$ cat config.mk
export PLATFORM = sky130hd
export DESIGN_NAME = apb_timer
export DESIGN_NICKNAME = d
export VERILOG_FILES = /design/src/rtl/apb_timer.sv
export SDC_FILE = /design/constraint.sdc
export NUM_CORES = 1
export LEC_CHECK = 0
export ABC_CLOCK_PERIOD_IN_PS = 3600
export BUFFER_PORTS_ARGS = -buffer_cell sky130_fd_sc_hd__buf_2
export CAP_MARGIN = 15
export CORE_ASPECT_RATIO = 1.1
export CORE_MARGIN = 4
export CORE_UTILIZATION = 35
export CTS_CLUSTER_DIAMETER = 30
export CTS_CLUSTER_SIZE = 28
export DETAILED_ROUTE_END_ITERATION = 7
export PLACE_DENSITY = 0.57
export SYNTH_ARGS = -nofsm -noshare
export SYNTH_HDL_FRONTEND = slang
export SYNTH_SLANG_ARGS = --single-unit
export TNS_END_PERCENT = 5
$ cat constraint.sdc
create_clock -name PCLK -period 3.6 [get_ports PCLK]
set_clock_uncertainty 0.05 [all_clocks]
set_input_delay 0.36 -clock PCLK [delete_from_list [all_inputs] [get_ports PCLK]]
set_output_delay 0.36 -clock PCLK [all_outputs]
set_load 0.005 [all_outputs]
$ cat src/rtl/apb_timer.sv
// APB timer: 32-bit down-counter behind a 16-bit prescaler, one-shot or periodic, level IRQ.
// Optional compare register and CMPF flag are built when APB_TIMER_CMP_EN is defined.
module apb_timer #(
    parameter int ADDR_W = 5
) (
    input  logic        PCLK,
    input  logic        PRESET,
    input  logic        PSEL,
    input  logic        PENABLE,
    input  logic        PWRITE,
    input  logic [31:0] PADDR,
    input  logic [31:0] PWDATA,
    output logic [31:0] PRDATA,
    output logic        PREADY,
    output logic        PSLVERR,
    output logic        IRQ
);

    localparam logic [ADDR_W-3:0] OFF_CTRL   = (ADDR_W-2)'(0);
    localparam logic [ADDR_W-3:0] OFF_PRESC  = (ADDR_W-2)'(1);
    localparam logic [ADDR_W-3:0] OFF_LOAD   = (ADDR_W-2)'(2);
    localparam logic [ADDR_W-3:0] OFF_COUNT  = (ADDR_W-2)'(3);
    localparam logic [ADDR_W-3:0] OFF_STATUS = (ADDR_W-2)'(4);
    localparam logic [ADDR_W-3:0] OFF_CMP    = (ADDR_W-2)'(5);

    logic [ADDR_W-3:0] offset;
    logic              wr;
    logic              mapped;
    logic              ctrl_en;
    logic              ctrl_periodic;
    logic              ctrl_irq_en;
    logic [15:0]       prescale;
    logic [31:0]       load_val;
    logic [31:0]       count;
    logic [15:0]       pcnt;
    logic              tof;
    logic              tick;
    logic              en_rise;
    logic              underflow;
    logic [31:0]       count_nxt;
    logic              tof_nxt;
    logic              irq_en_nxt;
    logic              irq_nxt;
    logic              unused_paddr;

    assign offset       = PADDR[ADDR_W-1:2];
    assign unused_paddr = ^{PADDR[31:ADDR_W], PADDR[1:0]};
    assign wr           = PSEL & PENABLE & PWRITE;
    assign tick         = ctrl_en & (pcnt == prescale);
    assign en_rise      = wr & (offset == OFF_CTRL) & PWDATA[0] & ~ctrl_en;
    assign underflow    = tick & (count == 32'd0);
    assign irq_en_nxt   = (wr && offset == OFF_CTRL) ? PWDATA[2] : ctrl_irq_en;
    assign tof_nxt      = underflow | (tof & ~(wr & (offset == OFF_STATUS) & PWDATA[0]));

`ifdef APB_TIMER_CMP_EN
    logic [31:0] cmp_val;
    logic        cmpf;
    logic        cmpf_nxt;

    // Compare uses the post-update count, so a COUNT write on a tick can also hit.
    assign cmpf_nxt = (tick & (count_nxt == cmp_val))
                    | (cmpf & ~(wr & (offset == OFF_STATUS) & PWDATA[1]));
    assign irq_nxt  = irq_en_nxt & (tof_nxt | cmpf_nxt);
    assign mapped   = (offset <= OFF_CMP);
`else
    assign irq_nxt  = irq_en_nxt & tof_nxt;
    assign mapped   = (offset <= OFF_STATUS);
`endif

    // Priority: EN rising reload, then software COUNT write, then tick.
    always_comb begin
        count_nxt = count;
        if (en_rise) begin
            count_nxt = load_val;
        end else if (wr && offset == OFF_COUNT) begin
            count_nxt = PWDATA;
        end else if (tick) begin
            if (count != 32'd0) begin
                count_nxt = count - 32'd1;
            end else if (ctrl_periodic) begin
                count_nxt = load_val;
            end
        end
    end

    always_ff @(posedge PCLK) begin
        if (PRESET) begin
            ctrl_en       <= 1'b0;
            ctrl_periodic <= 1'b0;
            ctrl_irq_en   <= 1'b0;
            prescale      <= 16'd0;
            load_val      <= 32'd0;
            count         <= 32'd0;
            pcnt          <= 16'd0;
            tof           <= 1'b0;
            IRQ           <= 1'b0;
        end else begin
            count       <= count_nxt;
            tof         <= tof_nxt;
            IRQ         <= irq_nxt;
            ctrl_irq_en <= irq_en_nxt;
            if (wr && offset == OFF_CTRL) begin
                ctrl_en       <= PWDATA[0];
                ctrl_periodic <= PWDATA[1];
            end else if (underflow && !ctrl_periodic) begin
                ctrl_en <= 1'b0;
            end
            if (wr && offset == OFF_PRESC) begin
                prescale <= PWDATA[15:0];
            end
            if (wr && offset == OFF_LOAD) begin
                load_val <= PWDATA;
            end
            if (en_rise) begin
                pcnt <= 16'd0;
            end else if (ctrl_en) begin
                pcnt <= tick ? 16'd0 : pcnt + 16'd1;
            end
        end
    end

`ifdef APB_TIMER_CMP_EN
    always_ff @(posedge PCLK) begin
        if (PRESET) begin
            cmp_val <= 32'd0;
            cmpf    <= 1'b0;
        end else begin
            cmpf <= cmpf_nxt;
            if (wr && offset == OFF_CMP) begin
                cmp_val <= PWDATA;
            end
        end
    end
`endif

    always_comb begin
        PRDATA = 32'd0;
        if (PSEL && !PWRITE) begin
            case (offset)
                OFF_CTRL:   PRDATA = {29'd0, ctrl_irq_en, ctrl_periodic, ctrl_en};
                OFF_PRESC:  PRDATA = {16'd0, prescale};
                OFF_LOAD:   PRDATA = load_val;
                OFF_COUNT:  PRDATA = count;
`ifdef APB_TIMER_CMP_EN
                OFF_STATUS: PRDATA = {30'd0, cmpf, tof};
                OFF_CMP:    PRDATA = cmp_val;
`else
                OFF_STATUS: PRDATA = {31'd0, tof};
`endif
                default:    PRDATA = 32'd0;
            endcase
        end
    end

    assign PREADY  = 1'b1;
    assign PSLVERR = PSEL & PENABLE & ~mapped;

endmodule

==> run_results.csv, run 1 <==
group,metric,value,unit
yosys,synthArstFlopShare,0,
yosys,synth_edf_count,0,
worst_setup_path,worstPathRequired,3.79,ns
placement,port_buffers,73,
clock_network,clockBufferDepth,2,
worst_setup_path,path_max_fanout,11,
yosys,synth.cell_area,6060,sq um
finish,fillers,1862,
sta,fmax,328,MHz
sta,fin_tns_setup,0,ns
clock_network,cts.clk_slew.worst_paths,0.08,ns
sta,maxSlewHeadroom,0.406,
worst_hold_path,holdPathStages,3,
clock_network,clock_latency,0.36,ns
clock_network,cts.sinks,101,
floorplan,ioPinCount,104,
drt,drc,0,
clock_network,htreeDepth,3,
drt,ant_nets,0,
finish,regArea,2020,sq um
grt,grt_util_all_layers,0.202,
power_and_ir_drop,powerDensity,404,nW/um^2
finish,syn2layout_area_growth,15.7,%
worst_setup_path,arrival,3.25,ns
drt,drtIter0Drc,487,
placement,gp_congestion,0.835,
clock_network,cts_root_buf,"clkbuf_16",
sta,finalSetupViolCount,0,
placement,post-place-cells,1082,
drt,wire_per_inst,18.2,um
drt,firstDrtPassIters,5,
drt,wl,19900,um
finish,n_antenna_cell,0,
yosys,yosys-top-cells-area,"dfxtp_1 33%, nand2_1 8.3%, nor2_1 6.8%",
finish,multi_input_area,3750,sq um
drt,via_per_inst,5.51,
worst_setup_path,path_class,"reg -> reg",
yosys,synth-seq-cells,101,
floorplan,core_area,17000,sq um
worst_setup_path,ff2ff_path_depth,7,
clock_network,cts_tree,"done",
yosys,synth_flop_cell,"dfxtp_1",
grt,antenna_found_initial,0,
worst_setup_path,cp-start-kind,"flop",
clock_network,ctsResizeCount,0,
yosys,yosysSeqAreaShare,0.334,
sta,worst_slack,0.547,ns
placement,place_ws,0.570,ns
run,cap_violations,0,
clock_network,post-cts-setup-buffers,0,
drt,vias,6043,
yosys,yosysTopAreaCell,"dfxtp_1",
yosys,ys_types,58,
worst_setup_path,reg2reg_slack,0.55,ns
floorplan,fp.dieArea,19500,sq um
floorplan,die_x,133,um
sta,rsz0062_at_grt,"false",
status,status,"completed",
yosys,syn_nets,879,
clock_network,cts_hold_buf,0,
sta,fin_crit,3.05,ns
grt,grt-ovfl-total,0,
power_and_ir_drop,vdd_drop_max,0.273,mV
sta,hold_viol_final,0,
sta,fin_crit_sh,0.848,
yosys,yosysMostFrequentCell,"nand2_1",
power_and_ir_drop,p_leak,2.72,nW
yosys,synth.top_cell.area_share,0.334,
yosys,avgSynthCellArea,7.50,sq um
yosys,yosys-top-cells-count,"134 x nand2_1, 110 x nor2_1, 101 x dfxtp_1",
finish,instances_no_fill,1097,
grt,grt_first_pass_wirelength,32000,um
floorplan,start_util,0.356,
finish,final_layout_size_suffix_gt1_frac,0.176,
sta,tightest_slew,0.890,ns
floorplan,rows,50,
worst_setup_path,crit_path_end_kind,"flop",
placement,dp_hpwl,14100,um
finish,nets,931,
sta,drv_slew,0,
worst_hold_path,hold_class,"in -> reg",
yosys,synthCells,807,
floorplan,dieHeight,146,um
grt,grt_pass1_vias,5853,
grt,grt_max_degree,65,
clock_network,cts_buffers,9,
yosys,synth_warnings,0,
-- registers in the layout, summed over array words and instances, names as in the netlist --
name,flops
load_val,32
IRQ,1
prescale,16
count,32
ctrl_en,1
tof,1
pcnt,16
ctrl_irq_en,1
ctrl_periodic,1
-- cell families after synthesis --
group,after synthesis,synth area share
muxes,25,0.0434
and+or+nand+nor,370,0.286
buffers and inverters,71,0.0477
AOI/OAI and AO/OA,183,0.206
other,1,0.000619
adders and majority gates,3,0.00620
DFF,101,0.334
xor gates and xnor gates,53,0.0767
-- placed cells by master, fill, tap and decap left out, types with 18 or more instances in the layout --
cell and n:
a21oi_1 78, buf_2 73, buf_4 30, dfxtp_1 101
mux2i_1 24, nand2_1 134, nand4_1 18, nor2_1 110
nor3_1 25, xnor2_1 34, xor2_1 19
-- final timing paths --
path | start | endpoint
worst max-delay path | count[12] | count[10]
worst max register to register | count[12] | count[10]
worst min-delay path | PWDATA[23] | load_val[23]
worst min register to register | load_val[5] | load_val[5]
-- routing by layer --
metal,vias up,GRT usage,share of wire
met1,2853,0.277,0.47
met2,168,0.329,0.46
li1,2990,-,-
met5,-,0,0
met4,0,0.0622,0.022
met3,32,0.0297,0.053
-- area by class of cell --
class | count | area share
multi-input combinational | 635 | 0.536
clock buffer | 10 | 0.0327
sequential | 101 | 0.289
inverter | 9 | 0.00482
tap | 234 | 0.0418
timing repair buffer | 103 | 0.0843
clock inverter | 5 | 0.0118
-- power breakdown --
group / total (W) / internal (W) / leakage (nW) / switching (W)
clock network: 0.00107 / 0.000611 / 0.153 / 0.000455
logic: 0.000617 / 0.000245 / 1.75 / 0.000373
registers: 0.00115 / 0.00113 / 0.815 / 0.0000189
-- critical path: stages, from the launching register on --
cell,delay (ns)
dfxtp_1,0.38
or4_1,0.67
or3_4,0.45
or4_4,0.43
and3_1,0.36
buf_4,0.25
o31ai_1,0.28
nor4b_2,0.08
-- stage by stage --
step	area (sq um)	hold WS (ns)	total power, W	util
after floorplan	6060	0.397	0.00160	-
after global placement	6690	0.412	0.00179	0.393
after detailed placement	6690	0.418	0.00179	0.393
after CTS	7010	0.189	0.00285	0.412
after global routing	7010	0.195	0.00295	0.412
final	7010	0.194	0.00283	0.412
Note: power is estimated with default switching activity, not from simulation.
==> run 2: changes to the inputs <==
ABC_AREA = 1   (was not set)
ABC_CLOCK_PERIOD_IN_PS = 2900   (was 3600)
clock period = 2.9 ns   (was 3.6 ns; I/O delays follow)
==> run 2 against run 1 <==
  * Sequential share of layout area shrank 2.1 points
  * Design area rose by 7.7%
  * Non-clock buffer count is 14 lower
  * Flip-flop and latch count unchanged
  * Hold slack lost 0.075 ns
  * Combinational power increased by 46%
  * Critical path depth up 5
  * Critical endpoint is now count[7]
  * Largest cell class unchanged
  * Highest routed layer unchanged
==> run_results.csv, run 2 <==
group,metric,value,unit
yosys,ys_types,46,
yosys,synthCells,1060,
clock_network,post-cts-setup-buffers,0,
grt,grt-ovfl-total,0,
sta,finalSetupViolCount,0,
finish,syn2layout_area_growth,12.7,%
yosys,yosys-top-cells-area,"dfxtp_1 30%, nor2_1 12%, nand2_1 10%",
sta,fin_crit_sh,0.797,
floorplan,core_area,18600,sq um
finish,final_layout_size_suffix_gt1_frac,0.146,
sta,hold_viol_final,0,
yosys,synth.top_cell.area_share,0.302,
clock_network,cts.sinks,101,
yosys,yosysSeqAreaShare,0.302,
worst_setup_path,path_class,"reg -> reg",
worst_hold_path,hold_class,"in -> reg",
yosys,syn_nets,1132,
drt,drc,0,
drt,firstDrtPassIters,5,
worst_setup_path,slowest_stage,"o21ai_2",
grt,use_met2,0.334,
yosys,yosys-top-cells-count,"208 x nor2_1, 182 x nand2_1, 120 x inv_1",
worst_setup_path,slowest_delay,0.49,ns
finish,reg.largest.list,"count: 32 flops, load_val: 32 flops",
yosys,yosysTopAreaCell,"dfxtp_1",
drt,wl,22000,um
clock_network,clockBufferDepth,2,
drt,drtIter0Drc,498,
clock_network,htreeDepth,3,
drt,vias,7040,
clock_network,ctsResizeCount,0,
placement,gp_congestion,0.924,
grt,grt_util_all_layers,0.203,
worst_hold_path,holdPathStages,3,
worst_setup_path,cp.buffers_inverters,2,
power_and_ir_drop,vdd_drop_max,0.246,mV
clock_network,cts.clk_slew.worst_paths,0.08,ns
floorplan,rows,52,
sta,maxSlewHeadroom,0.519,
grt,grt_pass1_vias,6512,
finish,nets,1189,
clock_network,cts_tree,"done",
worst_setup_path,arrival,2.55,ns
grt,grtUsageMet3,0.0331,
yosys,yosysMostFrequentCell,"nor2_1",
finish,instances_no_fill,1364,
worst_setup_path,crit_family,"simple AND/OR/NAND/NOR gates",
status,status,"completed",
clock_network,cts_root_buf,"clkbuf_16",
power_and_ir_drop,powerDensity,465,nW/um^2
grt,busiest_layer,"met2",
sta,fin_tns_setup,0,ns
finish,fillers,2030,
clock_network,cts_hold_buf,0,
yosys,synth-seq-cells,101,
sta,fin_crit,2.31,ns
sta,tightest_slew,0.717,ns
finish,n_antenna_cell,0,
grt,grt_use_met1,0.276,
sta,drv_slew,0,
worst_setup_path,path_max_fanout,11,
yosys,synth_warnings,0,
yosys,avgSynthCellArea,6.32,sq um
drt,via_per_inst,5.16,
finish,layout_common_cells,"207 x nor2_1, 182 x nand2_1, 120 x inv_1",
sta,fmax,432,MHz
finish,final_common_cell,"nor2_1",
clock_network,clock_latency,0.36,ns
worst_setup_path,worstPathCellList,"inv_1, ha_1, inv_1, nor2_2, nand3_1, nor2_2, nand3_4, o21ai_2, nand2_1, nand2_2, nor2_1, nor2_1",
yosys,synth_edf_count,0,
finish,utilization,0.406,
placement,post-place-cells,1349,
floorplan,fp.dieArea,21400,sq um
floorplan,ioPinCount,104,
placement,port_buffers,73,
worst_setup_path,worstPathRequired,3.14,ns
worst_setup_path,cp-start-kind,"flop",
floorplan,dieHeight,153,um
yosys,synthArstFlopShare,0,
grt,grt_first_pass_wirelength,35300,um
grt,grt_max_degree,60,
worst_setup_path,crit_path_end_kind,"flop",
clock_network,cts_buffers,9,
yosys,synth_flop_cell,"dfxtp_1",
power_and_ir_drop,power,0.00351,W
worst_setup_path,reg2reg_from,"count[1]",
yosys,synth.cell_area,6700,sq um
worst_hold_path,worst_hold_startpoint,"PWDATA[18]",
sta,holdWs,0.119,ns
run,cap_violations,0,
sta,rsz0062_at_grt,"false",
floorplan,die_x,140,um
drt,wire_per_inst,16.1,um
floorplan,start_util,0.360,
drt,ant_nets,0,
power_and_ir_drop,p_leak,3.50,nW
worst_setup_path,ff2ff_path_depth,12,
placement,dp_hpwl,16500,um
grt,antenna_found_initial,0,
worst_setup_path,crit_cells,12,
worst_setup_path,crit_path_start,"count[1]",
run 2: cell count changes after synthesis, moves of 14 or more:
cell,previous run,this run
inv_2,0,14
xnor2_1,34,5
nand3_1,13,29
o31ai_1,15,0
mux2i_1,24,1
nand2_1,134,182
inv_1,7,120
o21ai_1,0,39
o221a_2,17,0
clkbuf_1,53,21
nor2_1,110,208
o21ai_0,11,91
run 2: worst paths after layout:
check                 end  slack [ns]
min reg2reg   load_val[0]        0.44
max reg2reg      count[7]        0.59
max              count[7]        0.59
min          load_val[18]        0.12
run 2: worst min-delay path, cell delays in order:
cell	delay, ns
buf_2	0.09
inv_1	0.05
a21oi_1	0.05
run 2: layout make-up:
cell class	instances	area (sq um)	area share
sequential	101	2020	0.268
clock inverter	5	37.5	0.00497
timing repair buffer	89	510	0.0676
clock buffer	10	239	0.0317
multi-input combinational	777	3910	0.517
tap	243	304	0.0403
inverter	139	529	0.0701
run 2: cell families after synthesis:
kind of cell / count (synthesis) / share of synthesized area
muxes: 1 / 0.00150
and+or+nand+nor: 498 / 0.337
adders and majority gates: 3 / 0.00561
DFF: 101 / 0.302
AOI/OAI and AO/OA: 244 / 0.199
other: 1 / 0.000560
buffers and inverters: 182 / 0.115
xor gates and xnor gates: 30 / 0.0392
run 2: report_power, final:
group / internal, W / total, W / switching (W) / leakage [nW]
clock network: 0.000603 / 0.00117 / 0.000570 / 0.131
logic: 0.000297 / 0.000903 / 0.000607 / 2.55
registers: 0.00141 / 0.00143 / 0.0000265 / 0.815
run 2: stage by stage:
stage                     setup slack (ns)  instance area, sq um
after global routing                 0.354                  7550
after floorplan                       1.09                  6700
final                                0.588                  7550
after detailed placement             0.602                  7270
after CTS                            0.608                  7550
after global placement               0.599                  7270
run 2: metal layers:
| layer | vias to the layer above | routed length, um |
|---|---|---|
| met5 | - | 0 |
| met2 | 223 | 10200 |
| met1 | 3242 | 9910 |
| met3 | 30 | 1390 |
| met4 | 0 | 480 |
| li1 | 3545 | - |
